File: src/rtl/wm_pkg.sv
// Shared definitions for the washing-machine preset sequencer: phase codes and run-state type.
package wm_pkg;

   localparam logic [1:0] PH_IDLE  = 2'd0;
   localparam logic [1:0] PH_WASH  = 2'd1;
   localparam logic [1:0] PH_RINSE = 2'd2;
   localparam logic [1:0] PH_SPIN  = 2'd3;

   // State codes equal the phase codes so the phase output is the state itself.
   typedef enum logic [1:0] {
      ST_IDLE  = PH_IDLE,
      ST_WASH  = PH_WASH,
      ST_RINSE = PH_RINSE,
      ST_SPIN  = PH_SPIN
   } state_t;

endpackage

File: src/rtl/wm_preset_bank.sv
// NUM_PRESETS x {wash, rinse, spin, cloth} register array with one write port and a combinational read mux.
module wm_preset_bank
   import wm_pkg::*;
#(
   parameter int NUM_PRESETS = 4,
   parameter int FIELD_W     = 5
) (
   input  logic                           clk,
   input  logic                           rst_n,
   input  logic [$clog2(NUM_PRESETS)-1:0] sel,
   input  logic                           wr_en,
   input  logic [FIELD_W-1:0]             wash_in,
   input  logic [FIELD_W-1:0]             rinse_in,
   input  logic [FIELD_W-1:0]             spin_in,
   input  logic [FIELD_W-1:0]             cloth_in,
   output logic [FIELD_W-1:0]             wash_out,
   output logic [FIELD_W-1:0]             rinse_out,
   output logic [FIELD_W-1:0]             spin_out,
   output logic [FIELD_W-1:0]             cloth_out
);

   typedef struct packed {
      logic [FIELD_W-1:0] wash;
      logic [FIELD_W-1:0] rinse;
      logic [FIELD_W-1:0] spin;
      logic [FIELD_W-1:0] cloth;
   } preset_t;

   preset_t mem [NUM_PRESETS];

   always_ff @(posedge clk or negedge rst_n) begin
      if (!rst_n) begin
         for (int unsigned i = 0; i < NUM_PRESETS; i++) mem[i] <= '0;
      end else if (wr_en) begin
         mem[sel] <= '{wash: wash_in, rinse: rinse_in, spin: spin_in, cloth: cloth_in};
      end
   end

   assign wash_out  = mem[sel].wash;
   assign rinse_out = mem[sel].rinse;
   assign spin_out  = mem[sel].spin;
   assign cloth_out = mem[sel].cloth;

endmodule

File: src/rtl/wm_preset_sequencer.sv
// Preset store plus wash/rinse/spin run controller with prescaled countdown.
// Optional feature: define WM_PAUSE_EN to add the pause input that stalls an active run.
module wm_preset_sequencer
   import wm_pkg::*;
#(
   parameter int NUM_PRESETS = 4,
   parameter int FIELD_W     = 5,
   parameter int PRESCALE    = 1,
   parameter int CLOTH_MAX   = 20
) (
   input  logic                           clk,
   input  logic                           rst_n,
   input  logic [$clog2(NUM_PRESETS)-1:0] sel,
   input  logic                           wr_en,
   input  logic [FIELD_W-1:0]             wash_in,
   input  logic [FIELD_W-1:0]             rinse_in,
   input  logic [FIELD_W-1:0]             spin_in,
   input  logic [FIELD_W-1:0]             cloth_in,
   output logic [FIELD_W-1:0]             wash_out,
   output logic [FIELD_W-1:0]             rinse_out,
   output logic [FIELD_W-1:0]             spin_out,
   output logic [FIELD_W-1:0]             cloth_out,
   input  logic                           start,
   input  logic                           abort,
`ifdef WM_PAUSE_EN
   input  logic                           pause,
`endif
   output logic                           busy,
   output logic [1:0]                     phase,
   output logic [FIELD_W-1:0]             remaining,
   output logic                           done,
   output logic                           err
);

   localparam int PW = (PRESCALE > 1) ? $clog2(PRESCALE) : 1;

   // Cloth only gates acceptance, so the run snapshot keeps just the durations.
   typedef struct packed {
      logic [FIELD_W-1:0] wash;
      logic [FIELD_W-1:0] rinse;
      logic [FIELD_W-1:0] spin;
   } run_t;

   run_t               rd, snap_q, snap_d;
   state_t             state_q, state_d, nxt;
   logic [FIELD_W-1:0] rem_q, rem_d;
   logic [PW-1:0]      pre_q, pre_d;
   logic               done_q, done_d, err_q, err_d;
   logic               stall, tick;

   wm_preset_bank #(.NUM_PRESETS(NUM_PRESETS), .FIELD_W(FIELD_W)) u_bank (
      .clk(clk), .rst_n(rst_n), .sel(sel), .wr_en(wr_en),
      .wash_in(wash_in), .rinse_in(rinse_in), .spin_in(spin_in), .cloth_in(cloth_in),
      .wash_out(wash_out), .rinse_out(rinse_out), .spin_out(spin_out), .cloth_out(cloth_out)
   );

   assign rd = '{wash: wash_out, rinse: rinse_out, spin: spin_out};

`ifdef WM_PAUSE_EN
   assign stall = pause;
`else
   assign stall = 1'b0;
`endif

   // First phase after 'cur' with a nonzero duration; ST_IDLE when none is left.
   function automatic state_t next_phase(input state_t cur, input run_t p);
      if (cur == ST_IDLE && p.wash != '0) return ST_WASH;
      if ((cur == ST_IDLE || cur == ST_WASH) && p.rinse != '0) return ST_RINSE;
      if (cur != ST_SPIN && p.spin != '0) return ST_SPIN;
      return ST_IDLE;
   endfunction

   function automatic logic [FIELD_W-1:0] duration(input state_t s, input run_t p);
      case (s)
         ST_WASH:  return p.wash;
         ST_RINSE: return p.rinse;
         ST_SPIN:  return p.spin;
         default:  return '0;
      endcase
   endfunction

   assign tick = (pre_q == PW'(PRESCALE - 1));

   always_ff @(posedge clk or negedge rst_n) begin
      if (!rst_n) begin
         state_q <= ST_IDLE;
         snap_q  <= '0;
         rem_q   <= '0;
         pre_q   <= '0;
         done_q  <= 1'b0;
         err_q   <= 1'b0;
      end else begin
         state_q <= state_d;
         snap_q  <= snap_d;
         rem_q   <= rem_d;
         pre_q   <= pre_d;
         done_q  <= done_d;
         err_q   <= err_d;
      end
   end

   always_comb begin
      state_d = state_q;
      snap_d  = snap_q;
      rem_d   = rem_q;
      pre_d   = pre_q;
      done_d  = 1'b0;
      err_d   = 1'b0;
      nxt     = ST_IDLE;
      if (state_q == ST_IDLE) begin
         if (start && !abort) begin
            if (int'(cloth_out) > CLOTH_MAX) begin
               err_d = 1'b1;
            end else begin
               snap_d = rd;
               nxt    = next_phase(ST_IDLE, rd);
               if (nxt == ST_IDLE) begin
                  done_d = 1'b1;
               end else begin
                  state_d = nxt;
                  rem_d   = duration(nxt, rd);
                  pre_d   = '0;
               end
            end
         end
      end else if (abort) begin
         state_d = ST_IDLE;
         rem_d   = '0;
         pre_d   = '0;
      end else if (!stall) begin
         if (tick) begin
            pre_d = '0;
            if (rem_q == FIELD_W'(1)) begin
               nxt     = next_phase(state_q, snap_q);
               state_d = nxt;
               rem_d   = duration(nxt, snap_q);
               done_d  = (nxt == ST_IDLE);
            end else begin
               rem_d = rem_q - FIELD_W'(1);
            end
         end else begin
            pre_d = pre_q + PW'(1);
         end
      end
   end

   assign busy      = (state_q != ST_IDLE);
   assign phase     = state_q;
   assign remaining = rem_q;
   assign done      = done_q;
   assign err       = err_q;

endmodule

File: config.mk
export PLATFORM = sky130hd
export DESIGN_NAME = wm_preset_sequencer
export DESIGN_NICKNAME = d
export VERILOG_FILES = /design/src/rtl/wm_pkg.sv /design/src/rtl/wm_preset_bank.sv /design/src/rtl/wm_preset_sequencer.sv
export SDC_FILE = /design/constraint.sdc
export NUM_CORES = 1
export LEC_CHECK = 0
export ABC_AREA = 0
export CAP_MARGIN = 15
export CORE_UTILIZATION = 40
export CTS_BUF_LIST = sky130_fd_sc_hd__clkbuf_16
export CTS_CLUSTER_DIAMETER = 120
export DETAILED_ROUTE_END_ITERATION = 10
export GPL_TIMING_DRIVEN = 1
export PLACE_DENSITY = 0.61
export SYNTH_ARGS = -nofsm -noshare
export SYNTH_HDL_FRONTEND = slang
export SYNTH_SLANG_ARGS = --single-unit
File: constraint.sdc
create_clock -name clk -period 4.2 [get_ports clk]
set_clock_uncertainty 0.05 [all_clocks]
set_input_delay 0.84 -clock clk [delete_from_list [all_inputs] [get_ports clk]]
set_output_delay 0.84 -clock clk [all_outputs]
set_load 0.01 [all_outputs]
Word level (Yosys, flattened, before mapping)
Index checks and enable logic that the tools add are counted.
{ "word_totals": {"input_bits": 27, "register_bits": 105, "wordCells": 156, "out_inout_bits": 30} }
{ "op_classes": {"n_eq_ne": 13, "magnitude_cmp": 3, "bitwise_logic": 2, "add_sub_neg": 2, "reduce_logical": 22, "mux": 90} }
{ "ops": {"columns": ["operator", "n"], "rows": [
  ["$bwmux 80", 1],
  ["$mux 20", 3],
  ["$mux 2", 26],
  ["$mux 1", 49],
  ["$bmux 20 s2", 1],
  ["$demux 20 s2", 1],
  ["$mux 5", 7],
  ["$pmux 5 s3", 2],
  ["$reduce_bool 5->1", 6],
  ["$eq 2x2->1 const B", 4],
  ["$ne 2x2->1 const B", 4],
  ["$eq 2x1->1 const B", 3],
  ["$logic_not 2->1", 3],
  ["$reduce_and 3->1", 2],
  ["$eq 5x1->1 const B", 1],
  ["$gt 5x5->1 const B", 1],
  ["$logic_and 1x1->1", 5],
  ["$reduce_and 5->1", 1],
  ["$sub 5x1->5 const B", 1],
  ["$reduce_and 4->1", 1],
  ["$ge 3x3->1 const B", 1],
  ["$lt 3x1->1 const B", 1],
  ["$ne 3x2->1 const B", 1],
  ["$not 2->3", 1],
  ["6 further kinds", 6]
]} }

Depth between registers and ports, before layout
Gate-level depths: netlist of the first run.
{ "depth": {"ltp_word": 31, "ltp_mapped": 9, "ltp_nobuf": 8} }

Cells and area by module
From an unflattened synthesis of the first run, not the netlist that was laid out.
{ "hier_totals": {"cells_unflattened": 356, "hier_area_um2": 5230.0} }
{ "modules_own_cells": {"columns": ["mod", "cells_per_inst", "seq_area_each_um2", "area_each_um2", "instances"], "rows": [
  ["wm_preset_bank", 196, 2001.9, 3671.0, 1],
  ["wm_preset_sequencer", 160, 600.6, 1559.0, 1]
]} }

Worst setup path before layout of the first run
Ideal clock, no wire load.
{ "synth_path": {"path_kind": "in2reg", "startpoint": "in sel[0]", "endpoint": "reg rem_q[0] (netlist: remaining[0])", "path_buffers": 3, "required_ns": 4.040, "setup_time_ns": 0.110, "stages": 9, "setup_slack_ns": 1.466, "arrival_time_ns": 2.574, "path_cell_list": "buf_6 > buf_2 > mux4_2 > nor2_2 > nand4_4 > o31ai_4 > buf_6 > nand2_1 > o41ai_1"} }
{ "synth_via": {"elab_chain_len": 23, "elab_cells_between_ends": 43, "cone_classes": "1 x order compare; 5 x eq/ne; 31 x mux; 1 x bitwise; 5 x reduce/logical"} }
{ "synth_lines": {"columns": ["element", "line", "text"], "rows": [
  ["start, declared", "wm_preset_sequencer.sv:13", "input logic [$clog2(NUM_PRESETS)-1:0] sel,"],
  ["$not 2->3 (not written as such) *", "wm_preset_bank.sv:41", "assign spin_out = mem[sel].spin;"],
  ["$bmux 20 s2 *", "wm_preset_bank.sv:41", null],
  ["$mux 20 (not written as such) *", "wm_preset_bank.sv:39", "assign wash_out = mem[sel].wash;"],
  ["$mux 20 (not written as such) *", "wm_preset_bank.sv:42", "assign cloth_out = mem[sel].cloth;"],
  ["named net spin_out[1]", "wm_preset_sequencer.sv:21", "output logic [FIELD_W-1:0] spin_out,"],
  ["$reduce_bool 5->1 *", "wm_preset_sequencer.sv:69", "if (cur != ST_SPIN && p.spin != '0) return ST_SPIN;"],
  ["$mux 1 (2 in a row)", "wm_preset_sequencer.sv:69", null],
  ["$mux 1", "wm_preset_sequencer.sv:68", "if ((cur == ST_IDLE || cur == ST_WASH) && p.rinse != '0) return ST_RINSE;"],
  ["[... 7 more ...]", null, null],
  ["$mux 2 *", "wm_preset_sequencer.sv:111", "if (start && !abort) begin"],
  ["$mux 2 *", "wm_preset_sequencer.sv:110", "if (state_q == ST_IDLE) begin"],
  ["$eq 2x2->1 or $eq 2x1->1 (tied branches)", "wm_preset_sequencer.sv:74", "case (s)"],
  ["$pmux 5 s3", "wm_preset_sequencer.sv:74", null],
  ["$mux 5", "wm_preset_sequencer.sv:117", "if (nxt == ST_IDLE) begin"],
  ["$mux 5", "wm_preset_sequencer.sv:112", "if (int'(cloth_out) > CLOTH_MAX) begin"],
  ["$mux 5", "wm_preset_sequencer.sv:111", null],
  ["$mux 5", "wm_preset_sequencer.sv:110", null],
  ["end signal, assigned", "wm_preset_sequencer.sv:95", "rem_q <= rem_d;"],
  ["end, declared", "wm_preset_sequencer.sv:46", "logic [FIELD_W-1:0] rem_q, rem_d;"]
]} }
The timed path passes the listed nets; every way through them passes the cells marked *. The select of a mux whose other input is x is not followed.
A chain may end at the register's enable or synchronous reset.

Final worst setup path of the first run
{ "layout_path": {"startpoint": "in sel[0]", "endpoint": "out rinse_out[3]"} }
{ "layout_via": {"elab_chain_len": 4} }
{ "layout_lines": {"columns": ["element", "line", "text"], "rows": [
  ["$not 2->3 (not written as such)", "wm_preset_bank.sv:40", "assign rinse_out = mem[sel].rinse;"],
  ["$bmux 20 s2", "wm_preset_bank.sv:40", null],
  ["$mux 20 (2 in a row)", null, null],
  ["end, declared", "wm_preset_sequencer.sv:20", "output logic [FIELD_W-1:0] rinse_out,"]
]} }
No other way between the ends. The select of a mux whose other input is x is not followed.

==> flow_metrics.env, run 1 <==
export IMPL_syn_cell_area_mm2=0.00507
export IMPL_vdd_ir_drop_max_v=0.000198
export IMPL_synth_largest_area_cell="dfrtp_1"
export IMPL_total_leakage_power_nw=2.50
export IMPL_clock_sinks=104
export IMPL_routed_wl_mm=11.0
export IMPL_worstPathRequired_ns=3.31
export IMPL_relSlewSlack_pct=57.1
export IMPL_drtIter0Drc=172
export IMPL_grt_remaining_overflow=0
export IMPL_nets=452
export IMPL_gp_congestion=0.849
export IMPL_grt_pass1_wl_mm=18.1
export IMPL_timing_fmax_mhz=275
export IMPL_h_tree_depth=3
export IMPL_holdBufCountCts=0
export IMPL_path_buf_inv=3
export IMPL_cts_resized=0
export IMPL_area_delta_synth_final_pct=20.6
export IMPL_syn_area_per_cell_um2=13.8
export IMPL_drc=0
export IMPL_vias=3223
export IMPL_synth_most_common_cell="dfrtp_1"
export IMPL_fillers=1044
export IMPL_ys_flop_type="dfrtp_1"
export IMPL_worst_slack_ns=0.558
export IMPL_num_io_pins=57
export IMPL_endpoint_kind="output pin"
export IMPL_synth_seq_cells=104
export IMPL_max_slew_worst_pin_slew_ns=0.644
export IMPL_synth_area_leaders="dfrtp_1 (51%), mux2_2 (19%), mux4_2 (8.4%), mux2_4 (2.1%), o31ai_1 (1.3%)"
export IMPL_startpoint="sel[0]"
export IMPL_antenna_found_initial=0
export IMPL_ant_nets=0
export IMPL_numCtsBuffers=9
export IMPL_die_y_um=115
export IMPL_worst_r2r_path_depth=4
export IMPL_rr_startpoint="phase[0]"
export IMPL_hold_ws_ns=0.453
export IMPL_path_clk_slew_ns=0.07
export IMPL_tns_ns=0
export IMPL_worstHoldStart="u_bank.mem[37]"
export IMPL_grt_max_degree=49
export IMPL_setup_violations=0
export IMPL_hpwlAfterDp_mm=7.75
export IMPL_initial_core_util_pct=41.7
export IMPL_crit_type="input port to output pin"
export IMPL_crit_path_frequent_cell="clkdlybuf4s50_1"
export IMPL_grt_util_all_layers_pct=18.4
export IMPL_netlist_area_leader_share_pct=51.3
export IMPL_min_path_cells=1
export IMPL_routedWlPerCell_um=18.4
export IMPL_grt_pass1_vias=3306
export IMPL_viasPerCell=5.41
export IMPL_max_stage_delay_ns=0.64
export IMPL_cp_start_kind="input port"
export IMPL_cts_tree="yes"
export IMPL_root_buffer="clkbuf_16"
export IMPL_place_ws_ns=0.532
export IMPL_critical_path_slowest_cell="mux4_2"
export IMPL_io_buffers=56
export IMPL_ys_seq_area_share_pct=51.3
export IMPL_synthArstFlopShare_pct=100
export IMPL_synth_fp_nets=396
export IMPL_die_x_um=115
export IMPL_min_to="u_bank.mem[37]"
export IMPL_fin_crit_sh_pct=86.7
export IMPL_synth_edf_count=0
export IMPL_rr_endpoint="remaining[0]"
export IMPL_slew_violations=0
export IMPL_hp_class="flop to flop"
export IMPL_clockBufferDepth=2
export IMPL_fin_crit_ns=3.64
export IMPL_status="complete, no violations"
export IMPL_drtPass1Iterations=4
export IMPL_synth_warning_count=0
export IMPL_hold_viol=0
export IMPL_post_cts_buffers=0
export IMPL_rsz0062_at_grt="false"
export IMPL_syn_inst=367
export IMPL_rrSetupSlack_ns=1.71
export IMPL_synth_distinct_cells=46
export IMPL_worst_ep_arrival_time_ns=2.75
export IMPL_coreArea_mm2=0.0122
export IMPL_worstSkewPairLatency_ns=0.35
export IMPL_path_cells="clkdlybuf4s50_1 > buf_12 > mux4_2 > clkdlybuf4s50_1"
export IMPL_critPathTopFamily="buffers and inverters"
export IMPL_drive_above_1_share_pct=35.3
export IMPL_dieArea_mm2=0.0131
export IMPL_std_cell_rows=40
export IMPL_max_cap_violations=0
export IMPL_num_antenna_cells=0
export IMPL_synthTopCellsByCount="dfrtp_1 (104), mux2_2 (87), mux4_2 (19)"
export IMPL_powerDensity_mw_per_mm2=571
export IMPL_worstPathMaxFanout=24
-- placed cells by master, fill, tap and decap left out, types with 7 or more instances in the layout --
master and instances:
nor3_1 9, inv_1 12, buf_4 9, mux2_2 87, mux2_4 7, nand2_1 17
dfrtp_1 104, clkbuf_16 9, clkdlybuf4s50_1 55, o31ai_1 9, nor2_1 13, mux4_2 19
o21ai_0 7, a21oi_1 13
-- worst register-to-register path: stages (launching register included) --
cell and delay [ns]:
dfrtp_1 0.55, nor2_1 0.50, inv_1 0.41, o31ai_4 0.64, o41ai_1 0.19
-- where the power goes --
part           total, mW  internal, mW  switching [mW]
registers           1.46          1.26           0.202
clock network      0.828         0.458           0.370
logic               1.20         0.631           0.573
-- cells by family (layout without fill, tap and decap cells) --
family	Yosys count	in the layout	synth area share (%)
XOR/XNOR	2	2	0.346
buffers and inverters	31	92	3.11
adder cells (fa/ha/maj)	2	2	0.494
flip-flops	104	104	51.3
AND/OR/NAND/NOR	65	65	7.55
multiplexers	114	114	30.4
AO/OA/AOI/OAI	49	49	6.79
-- worst max path at each step --
stage | slack, ns | cells past startpoint | end
2_1_floorplan | 1.47 | 9 | remaining[0]
3_3_place_gp | 0.54 | 4 | rinse_out[3]
3_5_place_dp | 0.53 | 7 | remaining[0]
4_1_cts | 0.54 | 4 | rinse_out[3]
5_1_grt | 0.50 | 4 | rinse_out[3]
6_report | 0.56 | 4 | rinse_out[3]
-- registers in the layout, indices dropped and copies added, names as in the netlist --
signal and flops:
u_bank.mem 80, snap_q 15, remaining 5, phase 2, done 1, err 1
-- layer usage --
metal | vias up | GRT usage, % | wire [µm]
li1 | 1485 | - | -
met1 | 1666 | 25.8 | 5320
met2 | 61 | 29.4 | 5170
met3 | 11 | 2.54 | 319
met4 | 0 | 6.75 | 166
met5 | - | 0 | 0
-- per-stage QoR --
| step | cells | utilization (%) | total power, mW | instance area [µm²] |
|---|---|---|---|---|
| floorplan | 367 | - | 2.25 | 5070 |
| global placement | 580 | 47.9 | 2.66 | 5820 |
| detailed placement | 580 | 47.9 | 2.68 | 5820 |
| CTS | 596 | 50.3 | 3.52 | 6110 |
| global route | 596 | 50.3 | 3.71 | 6110 |
| finish | 596 | 50.3 | 3.49 | 6110 |
-- layout make-up --
type / instances / area (µm²) / share of cell area [%]
clock buffers: 9 / 225 / 3.68
clock inverters: 7 / 65.1 / 1.06
inverters: 10 / 37.5 / 0.614
multi-input cells: 232 / 2310 / 37.9
flip-flops and latches: 104 / 2600 / 42.6
well taps: 168 / 210 / 3.44
repair buffers: 66 / 658 / 10.8
(Power assumes the default switching activity.)
==> run 2: changes to the inputs <==
--- a/config.mk
+++ b/config.mk
@@ -7,6 +7,7 @@
 export LEC_CHECK = 0
 export ABC_AREA = 0
 export CAP_MARGIN = 15
+export CORE_MARGIN = 5
 export CORE_UTILIZATION = 40
 export CTS_BUF_LIST = sky130_fd_sc_hd__clkbuf_16
 export CTS_CLUSTER_DIAMETER = 120
==> run 2 against run 1 <==
Effect of this change: via count rose by 0.78%; design area rose by 0.88%; global-route usage fell by 2.1 points; first-iteration DRC count rose by 33%; maximum frequency fell by 0.15%; critical path type unchanged; sequential power barely moved; total power rose by 4.5%; register-to-register slack got worse by 0.04 ns; largest power group unchanged; non-clock buffer count rose by 1.
==> flow_metrics.env, run 2 (synthesis gave the netlist of run 1 again) <==
export IMPL_relSlewSlack_pct=40.9
export IMPL_utilization_pct=49.3
export IMPL_place_ws_ns=0.537
export IMPL_die_y_um=123
export IMPL_hp_class="flop to flop"
export IMPL_drc=0
export IMPL_most_common_layout_cells="dfrtp_1 (104), mux2_2 (87), clkdlybuf4s50_1 (55), mux4_2 (19), nand2_1 (17)"
export IMPL_drtIter0Drc=229
export IMPL_endpoint_kind="output pin"
export IMPL_fin_area_mm2=0.00617
export IMPL_worstPathMaxFanout=24
export IMPL_num_io_pins=57
export IMPL_gp_congestion=0.790
export IMPL_numCtsBuffers=9
export IMPL_grt_remaining_overflow=0
export IMPL_routedWlPerCell_um=19.0
export IMPL_io_buffers=56
export IMPL_antenna_found_initial=0
export IMPL_status="complete, no violations"
export IMPL_vdd_ir_drop_max_v=0.000243
export IMPL_num_antenna_cells=0
export IMPL_largest_reg_flops=80
export IMPL_holdBufCountCts=0
export IMPL_use_met3_pct=3.92
export IMPL_use_met1_pct=22.4
export IMPL_viasPerCell=5.40
export IMPL_cp_start_kind="input port"
export IMPL_clockBufferDepth=2
export IMPL_max_slew_worst_pin_slew_ns=0.886
export IMPL_max_cap_violations=0
export IMPL_vias=3248
export IMPL_p_total_mw=3.65
export IMPL_nets=453
export IMPL_grt_max_degree=70
export IMPL_fin_crit_sh_pct=86.8
export IMPL_worst_ep_arrival_time_ns=2.76
export IMPL_std_cell_rows=41
export IMPL_cts_resized=0
export IMPL_regMostFlops="u_bank.mem"
export IMPL_grtUsageMet2_pct=25.4
export IMPL_tns_ns=0
export IMPL_grt_pass1_vias=3400
export IMPL_top_usage_layer="met2"
export IMPL_timing_fmax_mhz=274
export IMPL_cts_tree="yes"
export IMPL_die_x_um=123
export IMPL_fin_crit_ns=3.65
export IMPL_dieArea_mm2=0.0150
export IMPL_post_cts_buffers=0
export IMPL_coreArea_mm2=0.0125
export IMPL_routed_wl_mm=11.4
export IMPL_worstSkewPairLatency_ns=0.35
export IMPL_hold_viol=0
export IMPL_grt_util_all_layers_pct=16.4
export IMPL_ant_nets=0
export IMPL_initial_core_util_pct=40.5
export IMPL_h_tree_depth=3
export IMPL_drive_above_1_share_pct=35.7
export IMPL_root_buffer="clkbuf_16"
export IMPL_postPlaceCellArea_mm2=0.00582
export IMPL_slew_violations=0
export IMPL_worstPathRequired_ns=3.31
export IMPL_clock_sinks=104
export IMPL_hpwlAfterDp_mm=8.03
export IMPL_crit_type="input port to output pin"
export IMPL_rsz0062_at_grt="false"
export IMPL_path_clk_slew_ns=0.07
export IMPL_mostFrequentLayoutCell="dfrtp_1"
export IMPL_drtPass1Iterations=4
export IMPL_worst_slack_ns=0.553
export IMPL_total_leakage_power_nw=2.52
export IMPL_fillers=1160
export IMPL_powerDensity_mw_per_mm2=591
export IMPL_setup_violations=0
export IMPL_area_delta_synth_final_pct=21.6
export IMPL_grt_pass1_wl_mm=18.7
## run 2: changes by cell type in the layout (fill, tap and decap cells not counted)
cell / previous run / this run
clkinvlp_4: 0 / 1
buf_4: 9 / 11
buf_12: 2 / 1
clkinv_2: 2 / 0
clkinv_1: 0 / 1
bufinv_16: 1 / 3
inv_1: 12 / 10
inv_6: 0 / 1
clkinv_4: 2 / 1
## run 2: final timing paths
kind / depth (start not counted) / start / end / slack [ns]
worst max-delay path: 4 / sel[0] / rinse_out[4] / 0.55
worst max register to register: 5 / phase[1] / snap_q[10] / 1.67
worst min-delay path: 1 / u_bank.mem[29] / u_bank.mem[29] / 0.45
min in group asynchronous: 1 / rst_n / snap_q[1] / 0.55
max in group asynchronous: 2 / rst_n / u_bank.mem[75] / 2.73
worst min register to register: 1 / u_bank.mem[29] / u_bank.mem[29] / 0.45
## run 2: area by class of cell
| class | instances | area [µm²] | share of cell area, % |
|---|---|---|---|
| inverter | 10 | 37.5 | 0.609 |
| tap | 172 | 215 | 3.49 |
| multi-input combinational | 232 | 2310 | 37.5 |
| clock inverter | 7 | 119 | 1.93 |
| clock buffer | 9 | 225 | 3.65 |
| timing repair buffer | 67 | 653 | 10.6 |
| sequential | 104 | 2600 | 42.2 |
## run 2: worst max-delay path, stage by stage
cell             delay [ns]
clkdlybuf4s50_1        0.50
buf_12                 0.22
mux4_2                 0.65
clkdlybuf4s50_1        0.53
## run 2: through the flow
stage	hold slack, ns	cells
2_1_floorplan	0.414	367
3_3_place_gp	0.432	585
3_5_place_dp	0.438	585
4_1_cts	0.454	601
5_1_grt	0.460	601
6_report	0.452	601
## run 2: power by group
| part | internal, mW | switching [mW] | leakage (nW) | total (mW) |
|---|---|---|---|---|
| clock network | 0.584 | 0.383 | 0.164 | 0.966 |
| registers | 1.26 | 0.203 | 1.24 | 1.46 |
| logic | 0.637 | 0.585 | 1.11 | 1.22 |
## run 2: routing by layer
layer  part of all wire (%)  vias up
met5                      0        -
met4                    1.4        0
met3                    4.6       15
met2                     48       69
met1                     46     1675
li1                       -     1489
==> run 3: changes to the inputs <==
--- a/config.mk
+++ b/config.mk
@@ -14,6 +14,7 @@
 export DETAILED_ROUTE_END_ITERATION = 10
 export GPL_TIMING_DRIVEN = 1
 export PLACE_DENSITY = 0.61
+export RECOVER_POWER = 100
 export SYNTH_ARGS = -nofsm -noshare
 export SYNTH_HDL_FRONTEND = slang
 export SYNTH_SLANG_ARGS = --single-unit
==> run 3 against run 2 <==
Effect of this change: the flow now finishes with violations (capacitance limit, slew limit); total power is 2.6% lower; via count is 0.74% lower; die area stayed put; largest power group unchanged; highest routed layer unchanged.
==> flow_metrics.env, run 3 (synthesis gave the netlist of run 1 again) <==
export IMPL_postPlaceCellArea_mm2=0.00582
export IMPL_num_io_pins=57
export IMPL_slew_violations=70
export IMPL_vias=3224
export IMPL_cts_tree="yes"
export IMPL_clockBufferDepth=2
export IMPL_timing_fmax_mhz=267
export IMPL_nets=453
export IMPL_clock_sinks=104
export IMPL_switchingPower_mw=1.15
export IMPL_grt_util_all_layers_pct=16.4
export IMPL_hold_ws_ns=0.452
export IMPL_holdBufCountCts=0
export IMPL_max_cap_violations=1
export IMPL_worst_ep_arrival_time_ns=2.85
export IMPL_grt_remaining_overflow=0
export IMPL_viasPerCell=5.36
export IMPL_hpwlAfterDp_mm=8.03
export IMPL_multi_input_area_mm2=0.00226
export IMPL_drc=0
export IMPL_most_common_layout_cells="dfrtp_1 (104), mux2_2 (87), dlygate4sd3_1 (31), clkdlybuf4s50_1 (24), mux4_2 (19)"
export IMPL_worstPathRequired_ns=3.31
export IMPL_relSlewSlack_pct=-14.5
export IMPL_numCtsBuffers=9
export IMPL_coreArea_mm2=0.0125
export IMPL_cts_resized=0
export IMPL_setup_violations=0
export IMPL_io_buffers=56
export IMPL_initial_core_util_pct=40.5
export IMPL_fin_crit_ns=3.74
export IMPL_fin_area_mm2=0.00608
export IMPL_violations="capacitance limit, slew limit"
export IMPL_gp_congestion=0.790
export IMPL_powerDensity_mw_per_mm2=584
export IMPL_clkPwrFrac_pct=27.1
export IMPL_ant_nets=0
export IMPL_drtPass1Iterations=4
export IMPL_total_leakage_power_nw=2.47
export IMPL_path_clk_slew_ns=0.07
export IMPL_std_cell_rows=41
export IMPL_area_delta_synth_final_pct=19.9
export IMPL_dieArea_mm2=0.0150
export IMPL_hold_viol=0
export IMPL_post_cts_buffers=0
export IMPL_fin_crit_sh_pct=89.0
export IMPL_mostFrequentLayoutCell="dfrtp_1"
export IMPL_h_tree_depth=3
export IMPL_endpoint_kind="output pin"
export IMPL_fillers=1184
export IMPL_grt_pass1_vias=3400
export IMPL_p_int_mw=2.40
export IMPL_drtIter0Drc=227
export IMPL_worstPathMaxFanout=24
export IMPL_largest_reg_flops=80
export IMPL_cp_start_kind="input port"
export IMPL_antenna_found_initial=0
export IMPL_vdd_ir_drop_max_v=0.000243
export IMPL_grt_max_degree=70
export IMPL_crit_type="input port to output pin"
export IMPL_worstSkewPairLatency_ns=0.35
export IMPL_hp_class="flop to flop"
export IMPL_status="finished, violations left"
export IMPL_die_y_um=123
export IMPL_routedWlPerCell_um=18.9
export IMPL_combPwrFrac_pct=32.0
export IMPL_p_sw_share_pct=32.4
export IMPL_drive_above_1_share_pct=31.2
export IMPL_root_buffer="clkbuf_16"
export IMPL_grt_pass1_wl_mm=18.7
export IMPL_regMostFlops="u_bank.mem"
export IMPL_num_antenna_cells=0
export IMPL_p_seq_share_pct=40.9
export IMPL_max_slew_worst_pin_slew_ns=1.72
export IMPL_tns_ns=0
export IMPL_routed_wl_mm=11.4
export IMPL_seq_area_mm2=0.00260
export IMPL_rsz0062_at_grt="false"
export IMPL_die_x_um=123
-- run 3: changes by cell type in the layout (fill, tap and decap cells not counted), moves of 7 or more --
cell | previous run | this run
clkdlybuf4s50_1 | 55 | 24
dlygate4sd3_1 | 0 | 31
buf_4 | 11 | 2
clkbuf_1 | 0 | 8
mux2_1 | 0 | 7
mux2_4 | 7 | 0
-- run 3: final timing paths --
| kind | from | end | slack (ns) | cells after the start |
|---|---|---|---|---|
| worst min-delay path | u_bank.mem[29] | u_bank.mem[29] | 0.45 | 1 |
| min in group asynchronous | rst_n | snap_q[1] | 0.88 | 1 |
| max in group asynchronous | rst_n | u_bank.mem[75] | 1.52 | 2 |
| worst max register to register | phase[1] | snap_q[11] | 1.36 | 5 |
| worst max-delay path | sel[0] | rinse_out[4] | 0.46 | 4 |
| worst min register to register | u_bank.mem[29] | u_bank.mem[29] | 0.45 | 1 |
-- run 3: per-layer routing --
metal  track usage [%]  routed length (µm)  part of all wire (%)  up-vias
met5                 0                   0                     0        -
met4              5.95                 194                   1.7        0
met3              3.92                 526                   4.6       17
met2              25.4                5350                    47       75
met1              22.4                5280                    47     1642
li1                  -                   -                     -     1490
-- run 3: critical path, cell delays in order --
cell and delay, ns:
clkdlybuf4s50_1 0.50, buf_12 0.22, mux4_2 0.62, dlygate4sd3_1 0.64
-- run 3: power by group through the flow --
stage	Combinational (mW)	Sequential (mW)	Clock, mW
floorplan	0.843	1.41	0
global placement	1.21	1.46	0
detailed placement	1.23	1.47	0
CTS	1.24	1.46	0.984
global route	1.25	1.49	1.03
finish	1.14	1.45	0.964
-- run 3: through the flow --
stage	util, %	std cells	power (mW)	setup WS, ns
finish	48.6	601	3.55	0.461
floorplan	-	367	2.25	1.47
global placement	46.5	585	2.67	0.538
global route	48.6	601	3.78	0.317
CTS	49.3	601	3.68	0.529
detailed placement	46.5	585	2.71	0.537
-- run 3: cell type report --
class,count,area share (%)
Clock buffer,9,3.70
Clock inverter,7,1.96
Inverter,10,0.617
Multi-Input combinational cell,232,37.2
Sequential cell,104,42.8
Tap cell,172,3.54
Timing Repair Buffer,67,10.2
